--- config.mk ---
export PLATFORM = sky130hd
export DESIGN_NAME = alu_ctrl_mdu
export DESIGN_NICKNAME = d
export VERILOG_FILES = /design/src/rtl/alu_ctrl_mdu.sv
export SDC_FILE = /design/constraint.sdc
export NUM_CORES = 1
export LEC_CHECK = 0
export CORE_MARGIN = 2
export CORE_UTILIZATION = 53
export DETAILED_ROUTE_END_ITERATION = 8
export GPL_ROUTABILITY_DRIVEN = 1
export PLACE_DENSITY = 0.78
export SLEW_MARGIN = 5
export SYNTH_ARGS = -nofsm -noshare
export SYNTH_HDL_FRONTEND = slang
export SYNTH_SLANG_ARGS = --single-unit
--- constraint.sdc ---
create_clock -name clk -period 8.3 [get_ports clk]
set_clock_uncertainty 0.1 [all_clocks]
set_input_delay 1.66 -clock clk [delete_from_list [all_inputs] [get_ports clk]]
set_output_delay 1.66 -clock clk [all_outputs]
set_load 0.03 [all_outputs]
--- src/rtl/alu_ctrl_mdu.sv ---
`default_nettype none
// ==== alu_ctrl_mdu : ALU_Control decode + iterative mult/div unit with HI/LO and stall. Rev 1.0 ====
// ==== Divider datapath is built only when ALU_CTRL_MDU_DIV_EN is defined.                      ====
module alu_ctrl_mdu #(
  parameter int WIDTH = 32,
  parameter int CNT_W = 6
) (
  input  logic             clk,
  input  logic             reset,
  input  logic [1:0]       ALUOp,
  input  logic [5:0]       Function,
  input  logic             valid,
  input  logic [WIDTH-1:0] op_a,
  input  logic [WIDTH-1:0] op_b,
  output logic [3:0]       ALU_Control,
  output logic             stall,
  output logic [WIDTH-1:0] hi,
  output logic [WIDTH-1:0] lo,
  output logic             done,
  output logic             div_by_zero
);

  typedef enum logic [1:0] {IDLE = 2'd0, RUN = 2'd1, SIGN = 2'd2} state_t;
  state_t state, state_nxt;

  logic                 is_mul, is_div, accept, uns;
  logic                 a_neg, b_neg, res_neg;
  logic [WIDTH-1:0]     a_abs, b_abs, b_mag;
  logic [2*WIDTH-1:0]   acc, acc_nxt, prod;
  logic [WIDTH:0]       mul_sum;
  logic [CNT_W-1:0]     cnt;
  logic [WIDTH-1:0]     res_hi, res_lo;
  logic                 res_dz;

  always_comb begin
    ALU_Control = 4'b0000;
    case (ALUOp)
      2'b00: ALU_Control = 4'b0010;
      2'b01: ALU_Control = 4'b0110;
      2'b10: begin
        case (Function)
          6'b100100:           ALU_Control = 4'b0000;
          6'b100101:           ALU_Control = 4'b0001;
          6'b100000:           ALU_Control = 4'b0010;
          6'b100010:           ALU_Control = 4'b0110;
          6'b100111:           ALU_Control = 4'b1100;
          6'b100110:           ALU_Control = 4'b0100;
          6'b101010:           ALU_Control = 4'b0111;
          6'b000000:           ALU_Control = 4'b1000;
          6'b000010:           ALU_Control = 4'b1001;
          6'b000011:           ALU_Control = 4'b1010;
          6'b011000, 6'b011001: ALU_Control = 4'b0101;
          6'b011010, 6'b011011: ALU_Control = 4'b1011;
          default:             ALU_Control = 4'b0000;
        endcase
      end
      default: ALU_Control = 4'b0000;
    endcase
  end

  assign is_mul  = (ALUOp == 2'b10) && (Function[5:1] == 5'b01100);
  // done blocks re-accepting the instruction still held in the done cycle
  assign accept  = valid && (is_mul || is_div) && !done && (state == IDLE);
  assign stall   = !reset && ((state != IDLE) || accept);

  assign uns     = Function[0];
  assign a_neg   = !uns && op_a[WIDTH-1];
  assign b_neg   = !uns && op_b[WIDTH-1];
  assign a_abs   = a_neg ? -op_a : op_a;
  assign b_abs   = b_neg ? -op_b : op_b;

  assign mul_sum = {1'b0, acc[2*WIDTH-1:WIDTH]} + (acc[0] ? {1'b0, b_mag} : '0);
  assign prod    = res_neg ? -acc : acc;

`ifdef ALU_CTRL_MDU_DIV_EN
  logic             op_div, dz, rem_neg, quo_bit;
  logic [WIDTH:0]   rem_try;
  logic [WIDTH-1:0] rem_sub, dividend, quo, rem;

  assign is_div  = (ALUOp == 2'b10) && (Function[5:1] == 5'b01101);
  // acc holds {partial remainder, remaining dividend bits / quotient bits}
  assign rem_try = acc[2*WIDTH-1:WIDTH-1];
  assign quo_bit = (rem_try >= {1'b0, b_mag});
  assign rem_sub = rem_try[WIDTH-1:0] - b_mag;
  assign quo     = res_neg ? -acc[WIDTH-1:0] : acc[WIDTH-1:0];
  assign rem     = rem_neg ? -acc[2*WIDTH-1:WIDTH] : acc[2*WIDTH-1:WIDTH];

  always_ff @(posedge clk) begin
    if (accept) begin
      op_div   <= is_div;
      dz       <= (op_b == '0);
      rem_neg  <= a_neg;
      dividend <= op_a;
    end
  end
`else
  assign is_div = 1'b0;
`endif

  always_comb begin
    acc_nxt = {mul_sum, acc[WIDTH-1:1]};
    res_hi  = prod[2*WIDTH-1:WIDTH];
    res_lo  = prod[WIDTH-1:0];
    res_dz  = 1'b0;
`ifdef ALU_CTRL_MDU_DIV_EN
    if (op_div) begin
      acc_nxt = {(quo_bit ? rem_sub : rem_try[WIDTH-1:0]), acc[WIDTH-2:0], quo_bit};
      if (dz) begin
        res_hi = dividend;
        res_lo = '1;
        res_dz = 1'b1;
      end else begin
        res_hi = rem;
        res_lo = quo;
      end
    end
`endif
  end

  always_ff @(posedge clk) begin
    if (accept) begin
      acc     <= {{WIDTH{1'b0}}, a_abs};
      b_mag   <= b_abs;
      res_neg <= a_neg ^ b_neg;
      cnt     <= '0;
    end else if (state == RUN) begin
      acc     <= acc_nxt;
      cnt     <= cnt + CNT_W'(1);
    end
  end

  always_ff @(posedge clk) begin
    if (reset) state <= IDLE;
    else       state <= state_nxt;
  end

  always_comb begin
    state_nxt = state;
    case (state)
      IDLE:    if (accept) state_nxt = RUN;
      RUN:     if (cnt == CNT_W'(WIDTH-1)) state_nxt = SIGN;
      SIGN:    state_nxt = IDLE;
      default: state_nxt = IDLE;
    endcase
  end

  always_ff @(posedge clk) begin
    if (reset) begin
      hi          <= '0;
      lo          <= '0;
      done        <= 1'b0;
      div_by_zero <= 1'b0;
    end else begin
      done        <= (state == SIGN);
      div_by_zero <= (state == SIGN) && res_dz;
      if (state == SIGN) begin
        hi <= res_hi;
        lo <= res_lo;
      end
    end
  end

endmodule
`default_nettype wire

### Yosys cells after proc, flatten, opt, wreduce, memory -nomap -nowiden

Memory sizes are Yosys's and may differ from the RTL's.
Cells that the tools add are included.

* multiply operators: 0
* div/mod/pow operators: 0
* muxes and demuxes: 10
* equal/unequal tests: 8
* shift-type cells: 0
* reduce and logical (&&, ||, !) cells: 16
* bitwise logic cells: 1
* $lt $le $gt $ge: 0
* add/subtract/negate cells: 5

Operators by type and width (number)
* 32-bit two-way mux: 5
* 64-bit two-way mux: 1
* 32-bit negator: 2
* 64-bit negator: 1
* 32-bit by 32-bit adder with 33-bit output: 1
* 4-bit one-hot mux with 3 select lines: 1
* 1-bit logical AND: 7
* 6-bit by 1-bit adder with 6-bit output, second input constant: 1
* 6-bit by 5-bit == test with 1-bit output, second input constant: 1
* 5-bit by 4-bit == test with 1-bit output, second input constant: 1
* 2-bit by 1-bit == test with 1-bit output, second input constant: 2
* 2-bit == test, second input constant: 2
* 2-bit logical NOT: 2
* 2-bit two-way mux: 2
* 2-bit one-hot mux with 2 select lines: 1
* 2-bit nonzero test: 2
* 1-bit logical NOT: 3
* 2-bit by 1-bit != test with 1-bit output, second input constant: 1
* 2-bit != test, second input constant: 1
* 2-bit AND reduction: 1
* 1-bit logical OR: 1
* 1-bit bitwise XOR: 1

* memory bits (read-only): 256
* register bits: 170
* input bits: 75
* memory bits (writable): 0
* bits in latches: 0
* memories kept: 1

Memory list
* (name not given): words 64, width 4, rd ports 1, clocked after memory_dff 0, wr ports 0, line 41 `case (Function)`

### Longest topological paths before layout

Gate-level depths: netlist (run 1).

* word-level depth: 7
* depth in mapped cells: 11
* depth with buffers taken out: 10

### Least setup slack after synthesis (run 1)

OpenSTA, ideal clock, no wires.

* path kind: input-to-output
* start point: in Function[5]
* end point: out stall
* data arrival time: 3.327 ns
* slack: 3.213 ns
* required time: 6.540 ns
* stages: 5
* path buffers: 1
* cells stage by stage: clkbuf_1 > or4b_2 > nor4_1 > nor3_1 > nor2_1

* word-level cells in the longest chain between the ends: 7

RTL lines
* start, declared: line 11 `input logic [5:0] Function,`
* 5-bit by 4-bit == test with 1-bit output: line 61 `assign is_mul = (ALUOp == 2'b10) && (Function[5:1] == 5'b01100);`
* 1-bit logical AND: line 61
* 1-bit logical AND (3 in a row): line 63 `assign accept = valid && (is_mul || is_div) && !done && (state == IDLE);`
* 1-bit logical OR: line 64 `assign stall = !reset && ((state != IDLE) || accept);`
* 1-bit logical AND: line 64
* end, declared: line 16 `output logic stall,`

Every way passes these cells.

### Worst setup path after layout (run 1)

* start point: in Function[1]
* end point: out stall

Same word-level chain as after synthesis.

==> flow_results.org, run 1 <==
** Place
- Final weighted congestion in routability-driven placement :: 0.942
- Number of cells after detailed placement :: 1,628
- HPWL after DPL :: 20.5 mm
- # port buffers :: 144

** Floorplan
- Placeable core area :: 0.0196 mm²
- During I/O placement, the number of pins put on the boundary was 146.
- Die Footprint :: 0.0213 mm²
- Overall die height :: 146 µm
- Initial Util :: 0.544
- Die Width :: 146 µm
- Number of placement rows :: 51

** Min path
- Kind of path behind the tightest hold check :: reg2reg
- Counting instances, the worst hold path has a depth of 2.

** Timing
- Tmin final :: 6670 ps
- Setup repair after global routing left no endpoint under its margin.
- Remaining max-slew budget at the tightest pin :: 0.178
- Number of failing setup endpoints in the final timing report :: 0
- Worst Hold Margin :: 353 ps
- At the pin with the least slew margin, the transition time is 1230 ps.
- The number of max-slew violations in the final report came to 0.
- Adding up every negative setup slack in the final design gives 0 ps.
- Final Hold Violating Endpoints :: 0
- Peak Freq :: 150 MHz
- Final critical-path share of the clock period :: 0.804

** Synth
- Syn Inst Count :: 1,270
- Dividing the synthesized area by the synthesized cell count gives 8.39 µm².
- Yosys printed 0 warnings.
- In this run, synthesis produced a sequential element count of 170.
- Library cells used by synthesis :: 66
- Synthesis produced a netlist with a net count of 1,382.
- Mapped cell area :: 0.0107 mm²
- Part of the Yosys area used for sequential elements :: 0.380
- Number of synthesized flops with an enable pin :: 65
- In the synthesized netlist the async set-or-reset flop fraction comes to 0.
- Most used flip-flop cell after synthesis :: dfxtp_1

** Route
- Total DRC errors in the routed layout :: 0
- Routed wl met3 :: 2.04 mm
- After detailed routing, the total wire length is 27.3 mm.
- Wirelength per Cell :: 16.4 µm
- Initial DRC count :: 756
- Total via count in the routed design :: 9,586
- The detail route stage leaves a number of antenna-violating nets equal to 0.
- Highest routed metal layer :: met5
- Routed metal-1 wirelength :: 13.1 mm
- The first TritonRoute pass finished after 6 iterations.
- The routed design uses 11.8 mm of met2 wire.
- After detailed routing, the number of vias per cell comes to 5.77.

** Final layout
- The final layout contains 1,494 nets.
- Compared with the post-synthesis result, the final layout area differs by 20.3%.
- # diodes :: 0
- Of the cells placed in the final design, the portion with a size suffix greater than 1 is 0.0473.
- Leading cell types in the layout, fill and taps excluded :: 175 x nand2_1, 144 x clkdlybuf4s50_1, 137 x o21ai_0, 105 x dfxtp_1, 101 x xor2_1
- Leaving out fill and tap cells, the most frequent cell in the layout is nand2_1.
- Number of standard cells in the final layout excluding fillers :: 1,660

** CTS
- After clock tree synthesis, the flow added hold-fix buffers numbering 0.
- The longest clock path from root to sink contains 2 buffers.
- The H-tree was split into 4 levels.
- TritonCTS built the clock tree.
- Clock-pin slew was measured on the worst setup and hold paths at 60 ps.
- Buffer count from post-CTS setup fixing :: 0
- Clk sink count :: 170
- Clock root buffer :: clkbuf_16
- TritonCTS created 17 clock buffers.
- Worst-skew pair later-pin latency :: 440 ps
- Post-CTS repair changed the size of 0 cells.

** Setup path
- Worst setup path category :: in2out
- Nature of the critical path startpoint :: input pin
- Worst Reg-to-Reg Cells :: 7
- Data on the critical path is required at its endpoint by 6540 ps.
- Data arrival at the endpoint of the critical path :: 4910 ps
- In this run the worst path has a maximum fanout of 8.
- Critical path capture point type :: primary output

** Power and ir drop
- Overall power consumption :: 2.35 mW
- For this design the static power due to leakage is 4.71 nW.
- Peak supply drop :: 0.139 mV
- Total power per unit cell area :: 184 mW/mm²

** Flow run
- The tool flagged a number of max-cap violations equal to 0.

** Global route
- Entering global routing, the biggest net connects 71 pins.
- The total overflow left after global routing is 0.
- All-layer global routing usage :: 0.253
- The number of global-route vias before repair was 8,735.
- Number of antenna violations at the first check in global routing :: 1
- Global-route wire length before repair :: 43.9 mm

** Run status
- The run finished with clean final reports.
layer usage:
metal  global-route usage  up-vias
met4               0.0686        2
met2                0.388      349
met5                    0        -
met1                0.366     4410
li1                     -     4788
met3               0.0483       37
power breakdown:
| part | internal, mW | switching, mW |
|---|---|---|
| clock network | 0.444 | 0.345 |
| logic | 0.233 | 0.295 |
| registers | 0.922 | 0.116 |
| total | 1.60 | 0.756 |
path summary, 6_finish.rpt:
path	start	end	slack (ps)
max	Function[1]	stall	1630
min	hi[30]$_SDFFE_PP0P_	hi[30]$_SDFFE_PP0P_	350
max reg2reg	acc[0]$_DFFE_PP_	hi[27]$_SDFFE_PP0P_	4510
min reg2reg	hi[30]$_SDFFE_PP0P_	hi[30]$_SDFFE_PP0P_	350
sequential cells by signal, summed over array words and instances, names as in the netlist:
signal,count
lo,32
res_neg,1
acc,64
done,1
b_mag,32
hi,32
cnt,6
state,2
critical path, cell delays in order:
cell and delay [ps]:
clkdlybuf4s50_1 530, or4b_2 750, nor4_1 880, nor3_1 140
nor2_1 240, clkdlybuf4s50_1 720
metrics by stage:
step / cell area, µm² / setup WS (ps) / utilization
4_1_cts: 12800 / 1650 / 0.655
3_3_place_gp: 12200 / 1730 / 0.625
6_report: 12800 / 1630 / 0.655
2_1_floorplan: 10700 / 3210 / -
3_5_place_dp: 12200 / 1660 / 0.625
5_1_grt: 12800 / 1510 / 0.655
final cells by class:
type                            count  area (µm²)
Tap cell                          265         332
Inverter                           25        93.8
Sequential cell                   170        4050
Timing Repair Buffer              155        1520
Clock inverter                     11         109
Fill cell                        1708        6770
Multi-Input combinational cell   1013        6240
Clock buffer                       21         472
cells in the mapped netlist (13+ instances only):
cell type,instances,area share
o31ai_1,29,0.020
a21oi_1,72,0.034
a211oi_1,32,0.023
clkbuf_1,50,0.018
o41ai_1,13,0.011
nand2b_1,16,0.0094
o21ai_0,137,0.064
or3_1,16,0.0094
dfxtp_1,105,0.20
nor3_1,26,0.012
nor2_1,100,0.035
xnor2_1,49,0.040
and2_1,36,0.021
edfxtp_1,65,0.18
nand3_1,22,0.010
xor2_1,101,0.083
nand2_1,176,0.062
nor4_1,22,0.013
inv_1,25,0.0088
ha_1,36,0.042
kinds of logic (layout without fill, tap and decap cells):
kind of cell | Yosys count | count (layout) | synth area share
buffers and inverters | 87 | 212 | 0.0353
muxes | 3 | 3 | 0.00293
other | 1 | 1 | 0.000352
and+or+nand+nor | 480 | 480 | 0.217
adders and majority gates | 37 | 37 | 0.0441
AOI/OAI and AO/OA | 342 | 342 | 0.196
xor gates and xnor gates | 150 | 150 | 0.123
DFF | 170 | 170 | 0.380
Note: power is estimated with default switching activity, not from simulation.
==> run 2, diff against run 1 <==
==> constraint.sdc (replaced) <==
create_clock -name clk -period 6.15 [get_ports clk]
set_clock_uncertainty 0.1 [all_clocks]
set_input_delay 1.23 -clock clk [delete_from_list [all_inputs] [get_ports clk]]
set_output_delay 1.23 -clock clk [all_outputs]
set_load 0.03 [all_outputs]
==> run 2 against run 1 <==
- power rose by 33%
- worst hold slack got worse by 0.67 ps
- sequential share of layout area barely moved
- non-clock buffer count did not move
- clock power rose by 29%
- critical path depth rose by 1
- critical path type unchanged
- critical endpoint unchanged
- largest cell class unchanged
==> flow_results.org, run 2 (synthesized netlist as in run 1, its figures left out) <==
** Setup path
- For the worst flop-to-flop path, the logic depth is 7.
- Among the stages of the critical path, the cell type that occurs most often is clkdlybuf4s50_1.
- Critical path capture point type :: primary output
- In this run the register-to-register setup slack is 2340 ps.
- Peak per-stage delay on the critical path :: 730 ps
- Data required time at the worst endpoint :: 4820 ps
- Critical Path Slowest Stage Cell :: or4b_2
- Of all nets on the critical path, the largest fanout is 8.
- R2r endpoint :: hi[27]$_SDFFE_PP0P_
- Nature of the critical path startpoint :: input pin
- Data arrival at the endpoint of the critical path :: 4020 ps
- Cells along the critical path :: clkdlybuf4s50_1 -> or4b_2 -> nor4_1 -> buf_4 -> nor3_1 -> nor2_1 -> clkdlybuf4s50_1
- The startpoint identified for the worst register-to-register timing path is acc[0]$_DFFE_PP_.
- Worst setup path category :: in2out

** Floorplan
- The floorplan step defined a die boundary enclosing 0.0213 mm².
- Placeable core area :: 0.0196 mm²
- Number of placement rows :: 51
- For this configuration, the core starts out at a cell density of 0.544.
- Die Width :: 146 µm
- In this run the vertical extent of the chip is 146 µm.
- Pin placement for this block handled 146 I/O pins.

** Final layout
- The register with the most flip-flops in the layout has 64 of them.
- Of the cells placed in the final design, the portion with a size suffix greater than 1 is 0.0473.
- The multi-input combinational cells in the finished layout cover a total of 0.00624 mm².
- Leading cell types in the layout, fill and taps excluded :: 175 x nand2_1, 144 x clkdlybuf4s50_1, 137 x o21ai_0, 105 x dfxtp_1, 101 x xor2_1
- Final design utilization :: 0.654
- Most frequent standard cell in the layout excluding fill and tap cells :: nand2_1
- Layout filler cell count :: 1,678
- Area used by sequential logic in the layout :: 0.00405 mm²
- 0 antenna diodes ended up in the layout.
- Number of nets at the end of the flow :: 1,494
- Area added between synthesis and finish :: 20.2%
- Largest reg by FF count :: acc

** CTS
- Worst-skew pair later-pin latency :: 440 ps
- Clock tree from TritonCTS :: built
- Clock tree synthesis inserted a total of 17 buffers.
- Buffers added to address setup during post-CTS repair amount to 0.
- Post-CTS resize count :: 0
- The H-tree was split into 4 levels.
- Clock root buffer :: clkbuf_16
- Clk slew on worst S/H paths :: 60 ps
- In this run the deepest clock path goes through 2 buffers.
- The tree built by TritonCTS fans out to 170 sinks.
- Hold repair after CTS inserted 0 buffers.

** Global route
- The first global-routing pass estimated 43.9 mm of wire.
- All-layer global routing usage :: 0.252
- Maximum number of pins on one net before global-route repair :: 65
- Summed over all layers, the global routing overflow is 0.
- The number of global-route vias before repair was 8,689.
- The initial antenna violation count is 0.

** Timing
- Final critical-path share of the clock period :: 0.870
- Remaining max-slew budget at the tightest pin :: 0.209
- The number of max-slew violations in the final report was 0.
- The number of hold violations in the final report came to 0.
- Summed over all failing endpoints, the final setup total negative slack is 0 ps.
- Setup repair after global routing left no endpoint under its margin.
- The routed design could run at a clock period as short as 5350 ps.
- Actual transition at the worst max-transition pin :: 1190 ps
- For this run, the top clock speed supported by timing is 187 MHz.
- Once routing completed, OpenROAD measured the worst setup slack at 800 ps.
- Setup violations remaining at the end of the flow were counted as 0.

** Route
- Total DRC errors in the routed layout :: 0
- The first routing iteration left 753 violations.
- Detailed-route vias per instance :: 5.76
- The first detailed-routing pass ran for 5 iterations.
- Dividing the detail-routed wire length by the instance count gives 16.3 µm.
- Wires add up to 27.1 mm.
- In this run the remaining antenna-violating nets after routing total 0.
- The routed layout has 9,565 vias.

** Run status
- The run finished with clean final reports.

** Power and ir drop
- Overall power consumption :: 3.13 mW
- Total power per unit cell area :: 244 mW/mm²
- VDD sags by at most 0.170 mV.
- Summed over all cells, the static leakage comes to 4.70 nW.

** Min path
- Hold wc startpoint :: hi[17]$_SDFFE_PP0P_
- The worst hold path belongs to the class reg2reg.
- Counting instances, the worst hold path has a depth of 2.
- Hold-critical path endpoint :: hi[17]$_SDFFE_PP0P_

** Place
- Final weighted congestion in routability-driven placement :: 0.961
- # port buffers :: 144
- HPWL after DPL :: 20.4 mm
- Pre-CTS WS :: 828 ps

** Flow run
- Maxcap violations :: 0
run 2: per-stage QoR:
| step | area (µm²) | std cells | hold WS (ps) |
|---|---|---|---|
| after CTS | 12800 | 1660 | 357 |
| after global routing | 12800 | 1660 | 383 |
| after floorplan | 10700 | 1270 | 354 |
| final | 12800 | 1660 | 352 |
| after global placement | 12300 | 1628 | 335 |
| after detailed placement | 12300 | 1628 | 342 |
run 2: final cells by class:
type / count / area share
clock buffer: 21 / 0.0368
clock inverter: 11 / 0.00645
timing repair buffer: 155 / 0.120
sequential: 170 / 0.316
inverter: 25 / 0.00732
multi-input combinational: 1013 / 0.487
tap: 265 / 0.0259
run 2: metal layers:
layer | vias to the layer above | GRT usage | part of all wire | wire length, µm
li1 | 4781 | - | - | -
met5 | - | 0 | 0 | 0
met2 | 365 | 0.384 | 0.43 | 11800
met4 | 0 | 0.0760 | 0.021 | 557
met3 | 43 | 0.0426 | 0.075 | 2020
met1 | 4376 | 0.368 | 0.47 | 12700
run 2: power by group:
group / switching, mW / internal [mW]
Sequential: 0.156 / 1.24
Combinational: 0.393 / 0.314
Clock: 0.462 / 0.556
Total: 1.01 / 2.11
run 2: worst max-delay path: cells and delay by family:
family	cells	cell delay (ps)
simple gates	4	1320
buf+inv	3	1460
run 2: worst max path at each step:
stage	start	endpoint	slack, ps
6_report	Function[1]	stall	800
5_1_grt	Function[1]	stall	630
4_1_cts	Function[1]	stall	820
3_5_place_dp	Function[1]	stall	830
3_3_place_gp	Function[1]	stall	840
2_1_floorplan	Function[5]	b_mag[0]$_DFFE_PP_	1510
==> run 3, diff against run 2 <==
--- a/config.mk
+++ b/config.mk
@@ -6,10 +6,10 @@
 export NUM_CORES = 1
 export LEC_CHECK = 0
 export CORE_MARGIN = 2
-export CORE_UTILIZATION = 53
+export CORE_UTILIZATION = 45
 export DETAILED_ROUTE_END_ITERATION = 8
 export GPL_ROUTABILITY_DRIVEN = 1
-export PLACE_DENSITY = 0.78
+export PLACE_DENSITY = 0.68
 export SLEW_MARGIN = 5
 export SYNTH_ARGS = -nofsm -noshare
 export SYNTH_HDL_FRONTEND = slang
==> run 3 against run 2 <==
- cell area increased by 0.86%
- die area increased by 17%
- critical path depth unchanged
- highest routed layer unchanged
- first-iteration DRC count increased by 13%
- power increased by 3.5%
- combinational power increased by 1%
- core utilization decreased by 10 points
- worst hold slack about the same
==> flow_results.org, run 3 (synthesized netlist as in run 1, its figures left out) <==
** Setup path
- Data required time at the worst endpoint :: 4820 ps
- Worst Reg-to-Reg Cells :: 10
- Data arrival at the endpoint of the critical path :: 4030 ps
- Nature of the critical path startpoint :: input pin
- Worst setup path category :: in2out
- Critical path capture point type :: primary output
- Along the worst path, the maximum fanout reaches 8.

** Timing
- Subtracting the final worst setup slack from the clock period gives 5360 ps.
- Count of final max-slew check failures :: 0
- Final Hold Violating Endpoints :: 0
- Setup repair after global routing left no endpoint under its margin.
- Setup TNS :: 0 ps
- Actual transition at the worst max-transition pin :: 1180 ps
- Hold is met by 352 ps.
- Setup violations remaining at the end of the flow were counted as 0.
- Remaining max-slew budget at the tightest pin :: 0.216
- In the finished design, the share of the clock period the worst path needs comes to 0.872.
- Peak Freq :: 186 MHz

** Flow run
- The tool flagged a number of max-cap violations equal to 0.

** Route
- For this run, the detailed router's first-pass iteration total came to 5.
- Detailed-route vias per instance :: 5.54
- Initial DRC count :: 851
- The final route contains 9,503 vias.
- Routed Antenna Nets :: 0
- After detailed routing, the average wire length per cell comes to 16.3 µm.
- Wire length reported by the detailed router :: 27.9 mm
- Total DRC errors in the routed layout :: 0

** Place
- Final weighted congestion in routability-driven placement :: 0.961
- The count of buffers added on input and output ports is 144.
- HPWL after DPL :: 21.4 mm

** Power and ir drop
- Combinational Power Share :: 0.222
- The internal portion of the total power is 2.15 mW.
- Total power per unit cell area :: 250 mW/mm²
- Sequential fraction of design power :: 0.434
- Of the total power, the share spent switching nets is 0.335.
- Share of power burned in the clock network :: 0.344
- For this design the static power due to leakage is 4.73 nW.
- IR analysis of the VDD net gives a maximum drop of 0.142 mV.
- In this run the power spent charging and discharging nets is 1.08 mW.

** CTS
- Buffer count from post-CTS setup fixing :: 0
- The clock net in this run drives a total of 170 sinks.
- Clock tree from TritonCTS :: built
- The clock passes through at most 2 buffers.
- CTS hold repair buffers :: 0
- The clock tree synthesis step divided the H-tree into 4 levels.
- The later pin in the worst-skew pair is clocked with a latency of 440 ps.
- CTS placed an instance of clkbuf_16 at the clock tree root.
- Clk slew on worst S/H paths :: 70 ps
- Post-CTS resize count :: 0
- Buffers inserted during clock tree synthesis total 17.

** Floorplan
- From bottom edge to top edge, the die measures 158 µm.
- Placeable core area :: 0.0233 mm²
- Die Footprint :: 0.0249 mm²
- For this configuration, the core starts out at a cell density of 0.457.
- Top Ports :: 146
- Number of placement rows :: 56
- In this run the horizontal extent of the chip is 158 µm.

** Final layout
- Of the cells placed in the final design, the portion with a size suffix greater than 1 is 0.0487.
- Leading cell types in the layout, fill and taps excluded :: 175 x nand2_1, 144 x clkdlybuf4s50_1, 137 x o21ai_0, 105 x dfxtp_1, 101 x xor2_1
- Max reg flops :: 64
- Most frequent standard cell in the layout excluding fill and tap cells :: nand2_1
- Largest reg by FF count :: acc
- Number of nets at the end of the flow :: 1,494
- Area added between synthesis and finish :: 21.2%

** Global route
- The initial antenna violation count came to 0.
- All-layer global routing usage :: 0.225
- Summed over all layers, the global routing overflow is 0.
- The first global-routing pass estimated 44.4 mm of wire.
- The number of global-route vias before repair came to 8,613.
- Entering global routing, the biggest net connects 72 pins.

** Run status
- The run finished with clean final reports.

** Min path
- Number of stages on the worst hold path :: 2
- Kind of path behind the tightest hold check :: reg2reg
[run 3: cell type report]
class | instances | area (µm²)
fillers | 2161 | 10400
multi-input cells | 1013 | 6240
flip-flops and latches | 170 | 4050
repair buffers | 155 | 1520
clock buffers | 19 | 475
well taps | 319 | 399
clock inverters | 13 | 131
inverters | 25 | 93.8
diodes | 1 | 2.50
[run 3: worst paths after layout]
check / start / end / slack [ps]
worst min register to register: hi[17]$_SDFFE_PP0P_ / hi[17]$_SDFFE_PP0P_ / 350
worst max-delay path: Function[1] / stall / 790
worst min-delay path: hi[17]$_SDFFE_PP0P_ / hi[17]$_SDFFE_PP0P_ / 350
worst max register to register: acc[0]$_DFFE_PP_ / acc[61]$_SDFFE_PP0P_ / 2000
[run 3: per-layer routing]
layer	wire length [µm]	global-route usage	up-vias
met5	0	0	-
met4	472	0.0675	0
met3	1800	0.0339	30
met2	12300	0.347	322
met1	13400	0.324	4367
li1	-	-	4784
[run 3: power groups by stage]
| stage | Combinational [mW] | Clock, mW | Sequential (mW) |
|---|---|---|---|
| global route | 0.802 | 1.17 | 1.41 |
| finish | 0.717 | 1.11 | 1.40 |
| global placement | 0.694 | 0 | 1.42 |
| floorplan | 0.517 | 0 | 1.35 |
| CTS | 0.708 | 1.13 | 1.40 |
| detailed placement | 0.704 | 0 | 1.42 |
[run 3: worst max-delay path, cell delays in order]
cell,delay (ps)
clkdlybuf4s50_1,540
or4b_2,740
nor4_1,340
buf_4,200
nor3_1,50
nor2_1,220
clkdlybuf4s50_1,720
[run 3: stage by stage]
| stage | instance area (µm²) | total power [mW] | cells | setup WS [ps] | utilization |
|---|---|---|---|---|---|
| 6_report | 12900 | 3.23 | 1715 | 785 | 0.554 |
| 2_1_floorplan | 10700 | 1.87 | 1270 | 1510 | - |
| 3_5_place_dp | 12300 | 2.13 | 1682 | 748 | 0.528 |
| 3_3_place_gp | 12300 | 2.12 | 1682 | 760 | 0.528 |
| 5_1_grt | 12900 | 3.39 | 1714 | 665 | 0.554 |
| 4_1_cts | 12900 | 3.23 | 1714 | 736 | 0.554 |
